==> config.mk <==
export PLATFORM = sky130hd
export DESIGN_NAME = dbg_run_ctrl
export DESIGN_NICKNAME = d
export VERILOG_FILES = /design/src/rtl/dbg_pkg.sv /design/src/rtl/dbg_drain_counter.sv /design/src/rtl/dbg_run_ctrl.sv
export SDC_FILE = /design/constraint.sdc
export NUM_CORES = 1
export LEC_CHECK = 0
export ABC_AREA = 1
export CAP_MARGIN = 20
export CORE_MARGIN = 8
export CORE_UTILIZATION = 41
export DETAILED_ROUTE_END_ITERATION = 12
export GPL_TIMING_DRIVEN = 1
export HOLD_SLACK_MARGIN = 0.06
export PLACE_DENSITY = 0.78
export SLEW_MARGIN = 20
export SYNTH_ARGS = -nofsm -noshare
export SYNTH_HDL_FRONTEND = slang
export SYNTH_SLANG_ARGS = --single-unit
==> constraint.sdc <==
create_clock -name clk -period 1.5 [get_ports clk]
set_clock_uncertainty 0.1 [all_clocks]
set_input_delay 0.3 -clock clk [delete_from_list [all_inputs] [get_ports clk]]
set_output_delay 0.3 -clock clk [all_outputs]
set_load 0.03 [all_outputs]
==> src/rtl/dbg_pkg.sv <==
// Shared types and constants for the debug run-control sequencer.
package dbg_pkg;

  typedef enum logic [2:0] {
    RUN,
    DRAIN,
    HALTED,
    STEP_ISSUE,
    STEP_WAIT
  } run_state_t;

  localparam logic [1:0] CAUSE_NONE   = 2'b00;
  localparam logic [1:0] CAUSE_HALT   = 2'b01;
  localparam logic [1:0] CAUSE_EBREAK = 2'b10;
  localparam logic [1:0] CAUSE_STEP   = 2'b11;

  localparam logic [31:0] NOP_INSTR = 32'h0000_0013;

endpackage

==> src/rtl/dbg_drain_counter.sv <==
// Loadable down-counter that saturates at zero; done is high while the count is zero.
module dbg_drain_counter #(
  parameter int unsigned WIDTH = 2
) (
  input  logic             clk,
  input  logic             rst_n,
  input  logic             load,
  input  logic [WIDTH-1:0] load_val,
  output logic             done
);

  logic [WIDTH-1:0] cnt_q;

  always_ff @(posedge clk or negedge rst_n) begin
    if (!rst_n) begin
      cnt_q <= '0;
    end else if (load) begin
      cnt_q <= load_val;
    end else if (cnt_q != '0) begin
      cnt_q <= cnt_q - WIDTH'(1);
    end
  end

  assign done = (cnt_q == '0);

endmodule

==> src/rtl/dbg_run_ctrl.sv <==
// Debug run-control sequencer: halt/resume/step/ebreak handling with pipeline drain.
// Define DBG_HALT_ON_RESET_EN to come out of reset parked in HALTED.
module dbg_run_ctrl #(
  parameter int unsigned DRAIN_CYCLES = 2,
  parameter logic [31:0] NOP_INSTR    = dbg_pkg::NOP_INSTR
) (
  input  logic        clk,
  input  logic        rst_n,
  input  logic        dbg_halt_req,
  input  logic        dbg_resume_req,
  input  logic        dbg_step_req,
  input  logic        ebreak_hit,
  input  logic [31:0] id_pc,
  input  logic [31:0] pc_if,
  output logic        fetch_stall,
  output logic        inject_nop,
  output logic        squash_id,
  output logic        dbg_halted,
  output logic        dbg_ack,
  output logic [31:0] dpc,
  output logic [1:0]  dcause
);

  import dbg_pkg::*;

  localparam int unsigned CW = $clog2(DRAIN_CYCLES + 2);

`ifdef DBG_HALT_ON_RESET_EN
  localparam run_state_t RST_STATE = HALTED;
  localparam logic       RST_PARK  = 1'b1;
`else
  localparam run_state_t RST_STATE = RUN;
  localparam logic       RST_PARK  = 1'b0;
`endif

  // The IF/ID mux uses NOP_INSTR directly; it must be an OP-IMM that writes x0.
  if (NOP_INSTR[6:0] != 7'b0010011 || NOP_INSTR[11:7] != 5'd0) begin : g_bad_nop
    $error("NOP_INSTR must be an OP-IMM instruction writing x0");
  end
  if (DRAIN_CYCLES < 1) begin : g_bad_drain
    $error("DRAIN_CYCLES must be at least 1");
  end

  run_state_t    state_q, state_d;
  logic          cnt_load;
  logic [CW-1:0] cnt_load_val;
  logic          cnt_done;

  // keep_q marks a dpc already captured from an ebreak, so the drain end must not overwrite it.
  logic          keep_q, keep_d;
  logic          stall_d, inject_d, halted_d, ack_d;
  logic [31:0]   dpc_d;
  logic [1:0]    dcause_d;

  dbg_drain_counter #(
    .WIDTH (CW)
  ) u_drain_counter (
    .clk      (clk),
    .rst_n    (rst_n),
    .load     (cnt_load),
    .load_val (cnt_load_val),
    .done     (cnt_done)
  );

  always_ff @(posedge clk or negedge rst_n) begin
    if (!rst_n) begin
      state_q     <= RST_STATE;
      fetch_stall <= RST_PARK;
      inject_nop  <= RST_PARK;
      dbg_halted  <= RST_PARK;
      dbg_ack     <= 1'b0;
      dpc         <= '0;
      dcause      <= CAUSE_NONE;
      keep_q      <= 1'b0;
    end else begin
      state_q     <= state_d;
      fetch_stall <= stall_d;
      inject_nop  <= inject_d;
      dbg_halted  <= halted_d;
      dbg_ack     <= ack_d;
      dpc         <= dpc_d;
      dcause      <= dcause_d;
      keep_q      <= keep_d;
    end
  end

  always_comb begin
    state_d      = state_q;
    cnt_load     = 1'b0;
    cnt_load_val = CW'(DRAIN_CYCLES - 1);
    unique case (state_q)
      RUN: begin
        if (ebreak_hit || dbg_halt_req) begin
          state_d  = DRAIN;
          cnt_load = 1'b1;
        end
      end
      DRAIN:      if (cnt_done) state_d = HALTED;
      HALTED: begin
        if (dbg_resume_req)    state_d = RUN;
        else if (dbg_step_req) state_d = STEP_ISSUE;
      end
      STEP_ISSUE: begin
        state_d      = STEP_WAIT;
        cnt_load     = 1'b1;
        cnt_load_val = CW'(DRAIN_CYCLES);
      end
      STEP_WAIT:  if (cnt_done) state_d = HALTED;
      default:    state_d = RUN;
    endcase
  end

  always_comb begin
    dpc_d    = dpc;
    dcause_d = dcause;
    keep_d   = keep_q;
    ack_d    = 1'b0;
    unique case (state_q)
      RUN: begin
        if (ebreak_hit) begin
          dpc_d    = id_pc;
          dcause_d = CAUSE_EBREAK;
          keep_d   = 1'b1;
        end else if (dbg_halt_req) begin
          dcause_d = CAUSE_HALT;
          ack_d    = 1'b1;
          keep_d   = 1'b0;
        end
      end
      DRAIN: begin
        if (cnt_done) begin
          if (!keep_q) dpc_d = pc_if;
          keep_d = 1'b0;
        end
      end
      HALTED:     ack_d = dbg_resume_req || dbg_step_req;
      STEP_ISSUE: keep_d = 1'b0;
      STEP_WAIT: begin
        if (ebreak_hit) begin
          dpc_d    = id_pc;
          dcause_d = CAUSE_EBREAK;
          keep_d   = 1'b1;
        end else if (cnt_done && !keep_q) begin
          dpc_d    = pc_if;
          dcause_d = CAUSE_STEP;
        end
        if (cnt_done) keep_d = 1'b0;
      end
      default: ;
    endcase
    stall_d  = !(state_d inside {RUN, STEP_ISSUE});
    inject_d = stall_d;
    halted_d = (state_d == HALTED);
  end

  assign squash_id = ebreak_hit && (state_q == RUN || state_q == STEP_WAIT);

endmodule

Yosys cells after proc, flatten, opt, wreduce, memory -nomap -nowiden. Cells that the tools add are included.

Bits in registers: 43. Bits of input ports: 70. Output and inout port bits: 39. Word-level logic and storage cells: 71.

Add/sub/neg operators: 1. Equality and inequality tests: 12. Multiplexer cells: 30. Reductions and logical operators: 20.

Operators with widths (number): 32-bit two-way mux (5); 32-bit one-hot mux with 3 select lines (1); 2-bit two-way mux (7); 3-bit by 2-bit == test with 1-bit output (second input constant) (4); 3-bit two-way mux (4); 3-bit one-hot mux with 4 select lines (1); 3-bit inequality test (second input constant) (3); 1-bit two-way mux (8); 2-bit nonzero test (4); 3-bit logical NOT (2); 2-bit inequality test (second input constant) (3); 5-bit AND reduction (1); 1-bit one-hot mux with 2 select lines (2); 1-bit one-hot mux with 4 select lines (1); 2-bit one-hot mux with 2 select lines (1); 4-bit AND reduction (1); 4-bit nonzero test (1); 3-bit by 1-bit == test with 1-bit output (second input constant) (1); 3-bit == test (second input constant) (1); 1-bit logical OR (3); 3-bit AND reduction (1); 3-bit nonzero test (1); 1-bit logical AND (2); 1-bit logical NOT (2); other kinds (3) (3).

Longest topological paths before layout. Gate-level depths: netlist of the first run.

Depth in word-level cells: 6. Gate-level depth with buffers: 10. Mapped depth without buffers: 9.

Modules after synthesis. Synthesis of the first run repeated with hierarchy kept, for this count alone.

Cell total of the unflattened synthesis: 475. Area, all modules: 2866.5 um2.

Modules (own cells, without submodules): dbg_run_ctrl (times used 1, cells each 458, area each 2746.4 um2, sequential area each 1026.0 um2); dbg_drain_counter (times used 1, cells each 17, area each 120.1 um2, sequential area each 50.0 um2).

Worst setup path before layout of the first run. OpenSTA, ideal clock, no wires.

Kind: input to output. From: input ebreak_hit. To: output squash_id. Data arrival time: 1.288 ns. Data required time: 1.100 ns. Setup slack: -0.188 ns. Stages on the path: 5. Cell sequence: buf_2 -> inv_1 -> buf_4 -> buf_4 -> nor2_1.

Word-level cells in the longest chain between the ends: 1.

Ends and longest elaborated chain: start: declaration (RTL line dbg_run_ctrl.sv:12) `input logic ebreak_hit,`; 1-bit logical AND (RTL line dbg_run_ctrl.sv:156) `assign squash_id = ebreak_hit && (state_q == RUN || state_q == STEP_WAIT);`; end: declaration (RTL line dbg_run_ctrl.sv:17) `output logic squash_id,`.

No other way between the ends.

Worst setup path in the final report of the first run.
From: register u_drain_counter.cnt_q[0]. To: register dpc[0].

Word-level cells in the longest chain between the ends: 4.

Ends and longest elaborated chain: start: declaration (RTL line dbg_drain_counter.sv:12) `logic [WIDTH-1:0] cnt_q;`; start signal: assignment (RTL line dbg_drain_counter.sv:18) `cnt_q <= load_val;`; start signal: assignment (RTL line dbg_drain_counter.sv:20) `cnt_q <= cnt_q - WIDTH'(1);`; 2-bit logical NOT * (RTL line dbg_drain_counter.sv:24) `assign done = (cnt_q == '0);`; 1-bit logical AND (RTL line dbg_run_ctrl.sv:143) `end else if (cnt_done && !keep_q) begin`; 3-bit inequality test (no source line); 5-bit AND reduction (no source line) *; end signal: assignment (RTL line dbg_run_ctrl.sv:81) `dpc <= dpc_d;`; end: declaration (RTL line dbg_run_ctrl.sv:20) `output logic [31:0] dpc,`.

Mark *: on every way between the ends. The rest lies on a longest branch, timed or not. A chain may end at the register's enable or synchronous reset.

==> run summary, run 1 <==
#FFs+latches synth: 43
drt total wl: 12270 um
CP max FO: 5
cell repeated most along the worst path: nand2_2
Worst-Skew Late Latency: 0.30 ns
Largest stage delay, worst path: 0.39 ns
grt ovf: 0
CP delay by family, top: simple AND/OR/NAND/NOR gates
WHS: 0.3840 ns
Setup WS pre-CTS: -0.3047 ns
drt drc: 0
Reg2Reg Launch Point: u_drain_counter.cnt_q[0]
setup ws final: -0.2592 ns
Die Span X: 100.4 um
Area growth syn-to-layout: 73.99%
share of the synthesized area in the top cell type: 36.85%
dominant cell type by area after synthesis: dfrtp_1
Setup TNS Final: -6.130 ns
clock sinks: 43
CP Data Required Time: 1.59 ns
VDD IR max: 1.178 mV
share of cells above drive strength 1: 28.64%
# nets final: 688
Max Slew Vio Count: 0
maximum clock frequency: 0.5684 GHz
CTS Buf Count: 5
Final Critical Period: 1.759 ns
CTS max path bufs: 2
min-delay src: dcause[0]
power after layout: 12440 uW
Final setup viols: 36
Vias per Instance: 5.438
# diodes: 0
Critical-path top delay cell: dfrtp_1
# port buffers: 108
Finished Cell Area: 0.005081 sq mm
Tot GR Track Use: 24.35%
violated checks: negative setup slack
die area: 0.01008 sq mm
Synth Cell Area: 0.002920 sq mm
core area: 0.006832 sq mm
r2r worst-path depth: 11
period utilization: 117.3%
Final Wtd Congestion: 0.8788
cell area power density: 2448 mW/mm^2
Yosys cell types: 18
Rel. slew slack: 78.26%
Core Rows: 30
vias in the first global route: 3962
Starting Density: 42.75%
Ports: 109
endpoints failing hold: 0
EDFF count, synth: 0
async set-or-reset flop fraction in the synthesized netlist: 100.0%
Critical Path Start Type: flip-flop
first-pass detailed-route iteration total: 5
class of the worst hold path: reg2reg
register area share after synthesis: 36.85%
first-pass GRT wire length: 19780 um
Area after DPL: 0.004312 sq mm
maxcap violations: 0
Reg2Reg Setup Slack: -0.26 ns
arrival time at the worst endpoint: 1.85 ns
hold worst-path end: dcause[0]
syn avg cell area: 6.213 sq um
syn_nets: 541
Setup Crit Path Kind: reg2reg
dpl hpwl: 7367 um
ANT nets after route: 0
root buffer cell: clkbuf_8
worst flop-to-flop path endpoint: dpc[0]
TritonCTS clock tree: done
routed len/inst: 17.19 um
outcome: finished, violations left
initial DRC count: 260
Mapped Cells: 470
unrepaired setup endpoints after global routing: true
Synth area leaders: dfrtp_1 37%, nand2_1 32%, nand3_1 18%
yosys warns: 0
Die Ht: 100.4 um
DR vias: 3883
H-tree depth: 2
hold depth: 2
main flop type after synthesis: dfrtp_1
Buf/Inv on CP: 3
CP cell instances: inv_2 -> ha_4 -> nor2_4 -> nand2_2 -> nand2_2 -> nor2_4 -> nand2_4 -> buf_12 -> buf_12 -> nand2_2 -> nand2_2
leak pwr: 0.002606 uW
initial antenna violation count: 0
Worst-Margin Slew: 0.3274 ns
Worst-path clk slew: 0.08 ns
crit end category: flip-flop
largest net degree at the start of global routing: 44
==> cells in the final DEF (no fill, tap or decap), types with 10 or more instances in the layout <==
cell type        netlist  layout
nand2_1              249     200
buf_12                 0      14
clkbuf_2               0      21
nand2_2                3      37
dfrtp_1               43      42
nand3_1              104      89
buf_6                  0      11
clkdlybuf4s15_1        0      10
clkdlybuf4s50_1        0      67
nand2_4                0      15
buf_4                  5      30
nand3_2                0      15
==> worst max path at each step <==
stage / start / endpoint / slack (ns) / depth (start not counted)
after CTS: u_drain_counter.cnt_q[0] / dpc[7] / -0.20 / 9
after global placement: ebreak_hit / squash_id / -0.26 / 5
after floorplan: u_drain_counter.cnt_q[0] / dpc[23] / -0.01 / 10
final: u_drain_counter.cnt_q[0] / dpc[0] / -0.26 / 11
after detailed placement: ebreak_hit / dpc[0] / -0.30 / 9
after global routing: u_drain_counter.cnt_q[0] / dpc[3] / -0.35 / 11
==> cells by family after synthesis <==
| kind of cell | synth area share, % |
|---|---|
| and+or+nand+nor | 53.17 |
| DFF | 36.85 |
| buffers and inverters | 6.855 |
| AOI/OAI and AO/OA | 2.699 |
| adders and majority gates | 0.4284 |
==> cells in the mapped netlist, types with 2 or more instances <==
library cell and n:
inv_2 2, o21ai_0 9, inv_1 10, nand2_2 3, nand2_1 249, nand3_1 104
clkbuf_1 6, dfrtp_1 43, buf_2 19, nor2_4 2, buf_4 5, nor2_1 12
==> worst register-to-register path: stages (launching register included) <==
cell	delay [ns]
dfrtp_1	0.39
inv_2	0.08
ha_4	0.17
nor2_4	0.04
nand2_2	0.07
nand2_2	0.07
nor2_4	0.18
nand2_4	0.13
buf_12	0.16
buf_12	0.13
nand2_2	0.07
nand2_2	0.06
==> report_power, final <==
group          internal [uW]  leakage, uW  switching [uW]  total [uW]
clock network            421    0.0000515             407         828
logic                   4160      0.00202            5160        9320
registers               1770     0.000533             525        2290
==> layout make-up <==
cell class / count / area [sq um]
Clock buffer: 8 / 100.1
Sequential cell: 43 / 1077
Fill cell: 532 / 1750
Tap cell: 96 / 120.1
Timing Repair Buffer: 170 / 1777
Inverter: 12 / 47.55
Multi-Input combinational cell: 385 / 1959
==> through the flow <==
step / cells / util (%)
floorplan: 470 / -
global placement: 677 / 63.11
detailed placement: 677 / 63.11
CTS: 716 / 73.99
global route: 714 / 74.38
finish: 714 / 74.38
==> flip-flops by register name (all words and copies together), names as in the netlist <==
signal                 count
dbg_ack                    1
dbg_halted                 1
dcause                     2
dpc                       32
inject_nop                 1
keep_q                     1
state_q                    3
u_drain_counter.cnt_q      2
==> repair_timing <==
action	4_1_cts	5_1_grt
gates cloned	10	0
hold endpoints to repair	43	0
setup buffers	21	6
endpoints found under the setup margin	72	67
hold buffers	1	0
pin swaps	44	23
gates resized for setup	111	104
==> routing by layer <==
metal | vias up | routed length [um] | track usage (%)
met5 | - | 0 | 0
met4 | 0 | 288 | 9.535
li1 | 1798 | - | -
met1 | 1833 | 4601 | 27.60
met2 | 224 | 6161 | 42.46
met3 | 28 | 1219 | 6.367
No activity file was read; power rests on OpenSTA's default activity.
==> run 2: changes to the inputs <==
--- a/config.mk
+++ b/config.mk
@@ -7,13 +7,11 @@
 export LEC_CHECK = 0
 export ABC_AREA = 1
 export CAP_MARGIN = 20
-export CORE_MARGIN = 8
 export CORE_UTILIZATION = 41
 export DETAILED_ROUTE_END_ITERATION = 12
 export GPL_TIMING_DRIVEN = 1
 export HOLD_SLACK_MARGIN = 0.06
 export PLACE_DENSITY = 0.78
-export SLEW_MARGIN = 20
 export SYNTH_ARGS = -nofsm -noshare
 export SYNTH_HDL_FRONTEND = slang
 export SYNTH_SLANG_ARGS = --single-unit
==> run summary, run 2 (same netlist as run 1, synthesis figures left out) <==
outcome: finished, violations left
violated checks: negative setup slack
VDD IR max: 1.179 mV (about the same)
footprint of the multi-input gates: 0.001947 sq mm (-0.64%)
endpoints failing hold: 0 (unchanged)
Starting Density: 42.75% (unchanged)
Die Span X: 86.40 um (-14%)
Final setup viols: 37 (+2.8%)
Setup TNS Final: -3.537 ns (+2.593 ns)
Largest stage delay, worst path: 0.41 ns (+0.02 ns)
commonest non-fill, non-tap cell in the layout: nand2_1
maximum clock frequency: 0.6141 GHz (+8.0%)
DR vias: 3788 (-2.4%)
share of cells above drive strength 1: 23.94% (-4.7 points)
# nets final: 684 (-0.58%)
clock sinks: 43 (unchanged)
hold depth: 2 (unchanged)
core area: 0.006832 sq mm (unchanged)
Reg2Reg Launch Point: state_q[0]
TritonCTS clock tree: done
Final Wtd Congestion: 0.8283 (-5.7%)
CTS Buf Count: 5 (unchanged)
min-delay src: dpc[8]
# port buffers: 108 (unchanged)
Critical Path Start Type: flip-flop
Largest Register: dpc
maxcap violations: 0 (unchanged)
Worst-path clk slew: 0.08 ns (about the same)
H-tree depth: 2 (unchanged)
Final Critical Period: 1.628 ns (-0.1309 ns)
initial antenna violation count: 0 (unchanged)
FF/Latch Area: 0.001076 sq mm (-0.12%)
leak pwr: 0.002571 uW (-1.3%)
largest net degree at the start of global routing: 44 (unchanged)
Area after DPL: 0.004324 sq mm (+0.29%)
max FFs per register: 32 (unchanged)
CP Data Required Time: 1.58 ns (about the same)
cell area power density: 2251 mW/mm^2 (-8.0%)
leading cell types in the layout, fill and taps excluded: 220 x nand2_1, 79 x nand3_1, 67 x clkdlybuf4s50_1
first-pass detailed-route iteration total: 5 (unchanged)
drt drc: 0 (unchanged)
# diodes: 0 (unchanged)
Setup WS pre-CTS: -0.3469 ns (-0.04218 ns)
crit end category: flip-flop
Rel. slew slack: 77.45% (-0.81 points)
ANT nets after route: 0 (unchanged)
hold worst-path end: dpc[8]
period utilization: 108.6% (-8.7 points)
WHS: 0.3776 ns (-0.006357 ns)
Setup Crit Path Kind: reg2reg
die area: 0.007464 sq mm (-26%)
Regs by FF count: dpc (32), state_q (3)
CP max FO: 18 (+13)
Die Ht: 86.40 um (-14%)
Max Slew Vio Count: 0 (unchanged)
initial DRC count: 314 (+21%)
setup ws final: -0.1283 ns (+0.1309 ns)
class of the worst hold path: reg2reg
arrival time at the worst endpoint: 1.71 ns (-0.14 ns)
unrepaired setup endpoints after global routing: true
cell repeated most along the worst path: nand2_1
Post-Route Utilization: 71.90% (-2.5 points)
Filler cells: 546 (+2.6%)
Worst-Margin Slew: 0.3395 ns (+0.01217 ns)
worst flop-to-flop path endpoint: dpc[21]
Tot GR Track Use: 25.64% (+1.3 points)
routed len/inst: 14.94 um (-13%)
Reg2Reg Setup Slack: -0.13 ns (+0.13 ns)
Worst-Skew Late Latency: 0.29 ns (about the same)
Finished Cell Area: 0.004912 sq mm (-3.3%)
r2r worst-path depth: 9 (-2)
vias in the first global route: 3419 (-14%)
root buffer cell: clkbuf_8
Area growth syn-to-layout: 68.21%
CTS max path bufs: 2 (unchanged)
Vias per Instance: 5.335 (-1.9%)
grt ovf: 0 (unchanged)
dpl hpwl: 6610 um (-10%)
Ports: 109 (unchanged)
first-pass GRT wire length: 15240 um (-23%)
CP cell instances: buf_6 -> buf_6 -> o21ai_1 -> nand2_1 -> nor2_4 -> nand2_4 -> buf_12 -> nand2_1 -> nand2_1
Critical-path top delay cell: dfrtp_1
Core Rows: 30 (unchanged)
drt total wl: 10600 um (-14%)
==> run 2: layer usage <==
metal / routed length [um] / GRT usage, % / vias to the layer above / share of wire, %
li1: - / - / 1785 / -
met2: 5234 / 43.94 / 199 / 49
met5: 0 / 0 / - / 0
met4: 205 / 7.879 / 0 / 1.9
met1: 4293 / 32.97 / 1775 / 40
met3: 870 / 4.667 / 29 / 8.2
==> run 2: layout make-up <==
cell class	instances	area share [%]
multi-input cells	385	39.63
clock inverters	1	0.1019
repair buffers	166	33.39
inverters	12	0.9679
flip-flops and latches	43	21.91
clock buffers	7	1.554
well taps	96	2.445
==> run 2: critical path, delay by kind of cell, from the launching register on <==
kind            cells  cell delay, ns
compound gates      1            0.08
buf+inv             3            0.43
flops               1            0.41
simple gates        5            0.49
==> run 2: worst max path at each step <==
stage                             startpoint         to  slack (ns)  depth (start not counted)
finish                            state_q[0]    dpc[21]       -0.13                          9
global route        u_drain_counter.cnt_q[0]     dpc[5]       -0.21                         10
CTS                               state_q[0]  squash_id       -0.08                          5
detailed placement                ebreak_hit    dpc[15]       -0.35                          9
global placement                  ebreak_hit    dpc[14]       -0.30                          9
floorplan           u_drain_counter.cnt_q[0]    dpc[23]       -0.01                         10
==> run 2: what timing repair did <==
| action | 4_1_cts | 5_1_grt |
|---|---|---|
| resized for setup | 51 | 122 |
| buffers inserted | 6 | 7 |
| endpoints found under the hold margin | 43 | 0 |
| endpoints found under the setup margin | 71 | 52 |
| pin swaps | 2 | 40 |
| cloned | 0 | 6 |
| hold buffers | 1 | 0 |
==> run 2: per-stage QoR <==
step / instances / total power, uW
floorplan: 470 / 6172
global placement: 682 / 8473
detailed placement: 682 / 8649
CTS: 697 / 9285
global route: 710 / 11810
finish: 710 / 11060
==> run 2: where the power goes <==
part / leakage, uW / switching (uW) / internal (uW)
registers: 0.000534 / 445 / 1770
clock network: 0.0000422 / 371 / 327
logic: 0.00200 / 4750 / 3400
==> run 3: changes to the inputs <==
--- a/config.mk
+++ b/config.mk
@@ -15,3 +15,4 @@
 export SYNTH_ARGS = -nofsm -noshare
 export SYNTH_HDL_FRONTEND = slang
 export SYNTH_SLANG_ARGS = --single-unit
+export TNS_END_PERCENT = 30
==> run summary, run 3 (same netlist as run 1, synthesis figures left out) <==
Area growth syn-to-layout: 59.64%
Finished Cell Area: 0.004662 sq mm (-5.1%)
VDD IR max: 1.083 mV (-8.1%)
Worst-Skew Late Latency: 0.29 ns (about the same)
CP delay by family, top: simple AND/OR/NAND/NOR gates
Crit. path cell count: 10 (+1)
first-pass detailed-route iteration total: 5 (unchanged)
Max Slew Vio Count: 0 (unchanged)
Tot GR Track Use: 25.29% (-0.35 points)
Setup WS pre-CTS: -0.3469 ns (unchanged)
Largest stage delay, worst path: 0.41 ns (about the same)
max FFs per register: 32 (unchanged)
crit end category: flip-flop
drt drc: 0 (unchanged)
Area after DPL: 0.004324 sq mm (unchanged)
share of cells above drive strength 1: 16.18% (-7.8 points)
arrival time at the worst endpoint: 1.77 ns (+0.06 ns)
period utilization: 112.7% (+4.1 points)
leading cell types in the layout, fill and taps excluded: 239 x nand2_1, 103 x nand3_1, 67 x clkdlybuf4s50_1
largest net degree at the start of global routing: 44 (unchanged)
maximum clock frequency: 0.5916 GHz (-3.7%)
# diodes: 0 (unchanged)
Non-Filler Instances: 708 (-0.28%)
cell area power density: 2222 mW/mm^2 (-1.3%)
drt total wl: 9851 um (-7.1%)
unrepaired setup endpoints after global routing: true
Starting Density: 42.75% (unchanged)
Ports: 109 (unchanged)
dpl hpwl: 6610 um (unchanged)
Worst-Margin Slew: 0.3438 ns (+0.004256 ns)
# nets final: 682 (-0.29%)
r2r worst-path depth: 10 (+1)
first-pass GRT wire length: 15060 um (-1.2%)
routed len/inst: 13.91 um (-6.8%)
maxcap violations: 0 (unchanged)
Largest Register: dpc
core area: 0.006832 sq mm (unchanged)
die area: 0.007464 sq mm (unchanged)
commonest non-fill, non-tap cell in the layout: nand2_1
DR vias: 3672 (-3.1%)
Final setup viols: 37 (unchanged)
Critical Path Start Type: flip-flop
Final Critical Period: 1.690 ns (+0.06205 ns)
Worst-path clk slew: 0.08 ns (about the same)
class of the worst hold path: reg2reg
CTS max path bufs: 2 (unchanged)
leak pwr: 0.002441 uW (-5.1%)
power after layout: 10360 uW (-6.3%)
CP cell instances: inv_2 -> ha_4 -> nor2_4 -> nand2_2 -> nand2_2 -> nor2_4 -> nand2_4 -> clkbuf_16 -> nand2_1 -> nand2_1
Vias per Instance: 5.186 (-2.8%)
TritonCTS clock tree: done
# port buffers: 108 (unchanged)
grt ovf: 0 (unchanged)
Regs by FF count: dpc (32), state_q (3)
endpoints failing hold: 0 (unchanged)
Setup Crit Path Kind: reg2reg
H-tree depth: 2 (unchanged)
initial DRC count: 310 (-1.3%)
root buffer cell: clkbuf_8
setup ws final: -0.1903 ns (-0.06205 ns)
Die Ht: 86.40 um (unchanged)
CP Data Required Time: 1.58 ns (about the same)
hold depth: 2 (unchanged)
Die Span X: 86.40 um (unchanged)
vias in the first global route: 3414 (-0.15%)
initial antenna violation count: 0 (unchanged)
ANT nets after route: 0 (unchanged)
CP max FO: 6 (-12)
Core Rows: 30 (unchanged)
violated checks: negative setup slack
Rel. slew slack: 77.17% (-0.28 points)
Buf/Inv on CP: 2 (-1)
clock sinks: 43 (unchanged)
CTS Buf Count: 5 (unchanged)
Critical-path top delay cell: dfrtp_1
outcome: finished, violations left
placed cell count: 682 (unchanged)
Final Wtd Congestion: 0.8283 (unchanged)
[run 3: cell types whose count changed in the layout (fill, tap and decap cells not counted), sizes merged]
cell / previous run / this run
clkdlybuf4s15: 13 / 10
clkbuf: 16 / 14
dlygate4sd2: 18 / 24
buf: 58 / 55
[run 3: report_power, final]
group	total, uW	switching [uW]	internal, uW
registers	2160	397	1770
logic	7500	4340	3160
clock network	692	365	327
[run 3: final cells by class]
type / instances / area, sq um
Fill cell: 593 / 2170
Multi-Input combinational cell: 385 / 1723
Timing Repair Buffer: 164 / 1613
Sequential cell: 43 / 1077
Tap cell: 96 / 120.1
Clock buffer: 7 / 76.32
Inverter: 12 / 47.55
Clock inverter: 1 / 5.005
[run 3: routing by layer]
layer	vias up	part of all wire, %	GRT usage (%)	wire, um
met2	175	48	43.65	4735
met4	0	1.3	7.879	129
met1	1695	42	32.24	4146
met3	16	8.5	4.571	839
met5	-	0	0	0
li1	1786	-	-	-
[run 3: worst paths after layout]
path,to,slack (ns),start
worst max-delay path,dpc[11],-0.19,u_drain_counter.cnt_q[0]
worst min-delay path,dpc[23],0.38,dpc[23]
worst max register to register,dpc[11],-0.19,u_drain_counter.cnt_q[0]
worst min register to register,dpc[23],0.38,dpc[23]
max in group asynchronous,state_q[1],0.66,rst_n
min in group asynchronous,dpc[28],0.41,rst_n
[run 3: worst reg2reg max path: stages, from the launching register on]
cell and delay, ns:
dfrtp_1 0.41, inv_2 0.09, ha_4 0.17, nor2_4 0.04, nand2_2 0.08, nand2_2 0.07
nor2_4 0.15, nand2_4 0.14, clkbuf_16 0.19, nand2_1 0.07, nand2_1 0.07
[run 3: metrics by stage]
stage               hold WS, ns  setup TNS [ns]  util, %
global placement         0.1929          -10.72    63.30
floorplan              -0.09559         -0.3257        -
global route             0.3971          -7.346    68.24
CTS                      0.3794          -2.418    64.56
finish                   0.3764          -4.612    68.24
detailed placement       0.1962          -11.76    63.30
[run 3: what timing repair did]
action                     CTS  global route
pin swaps                    2             9
hold endpoints to repair    43             0
cloned                       0             7
hold buffers                 1             0
buffers inserted             3             7
resized for setup           45            54
setup endpoints to repair   71            54
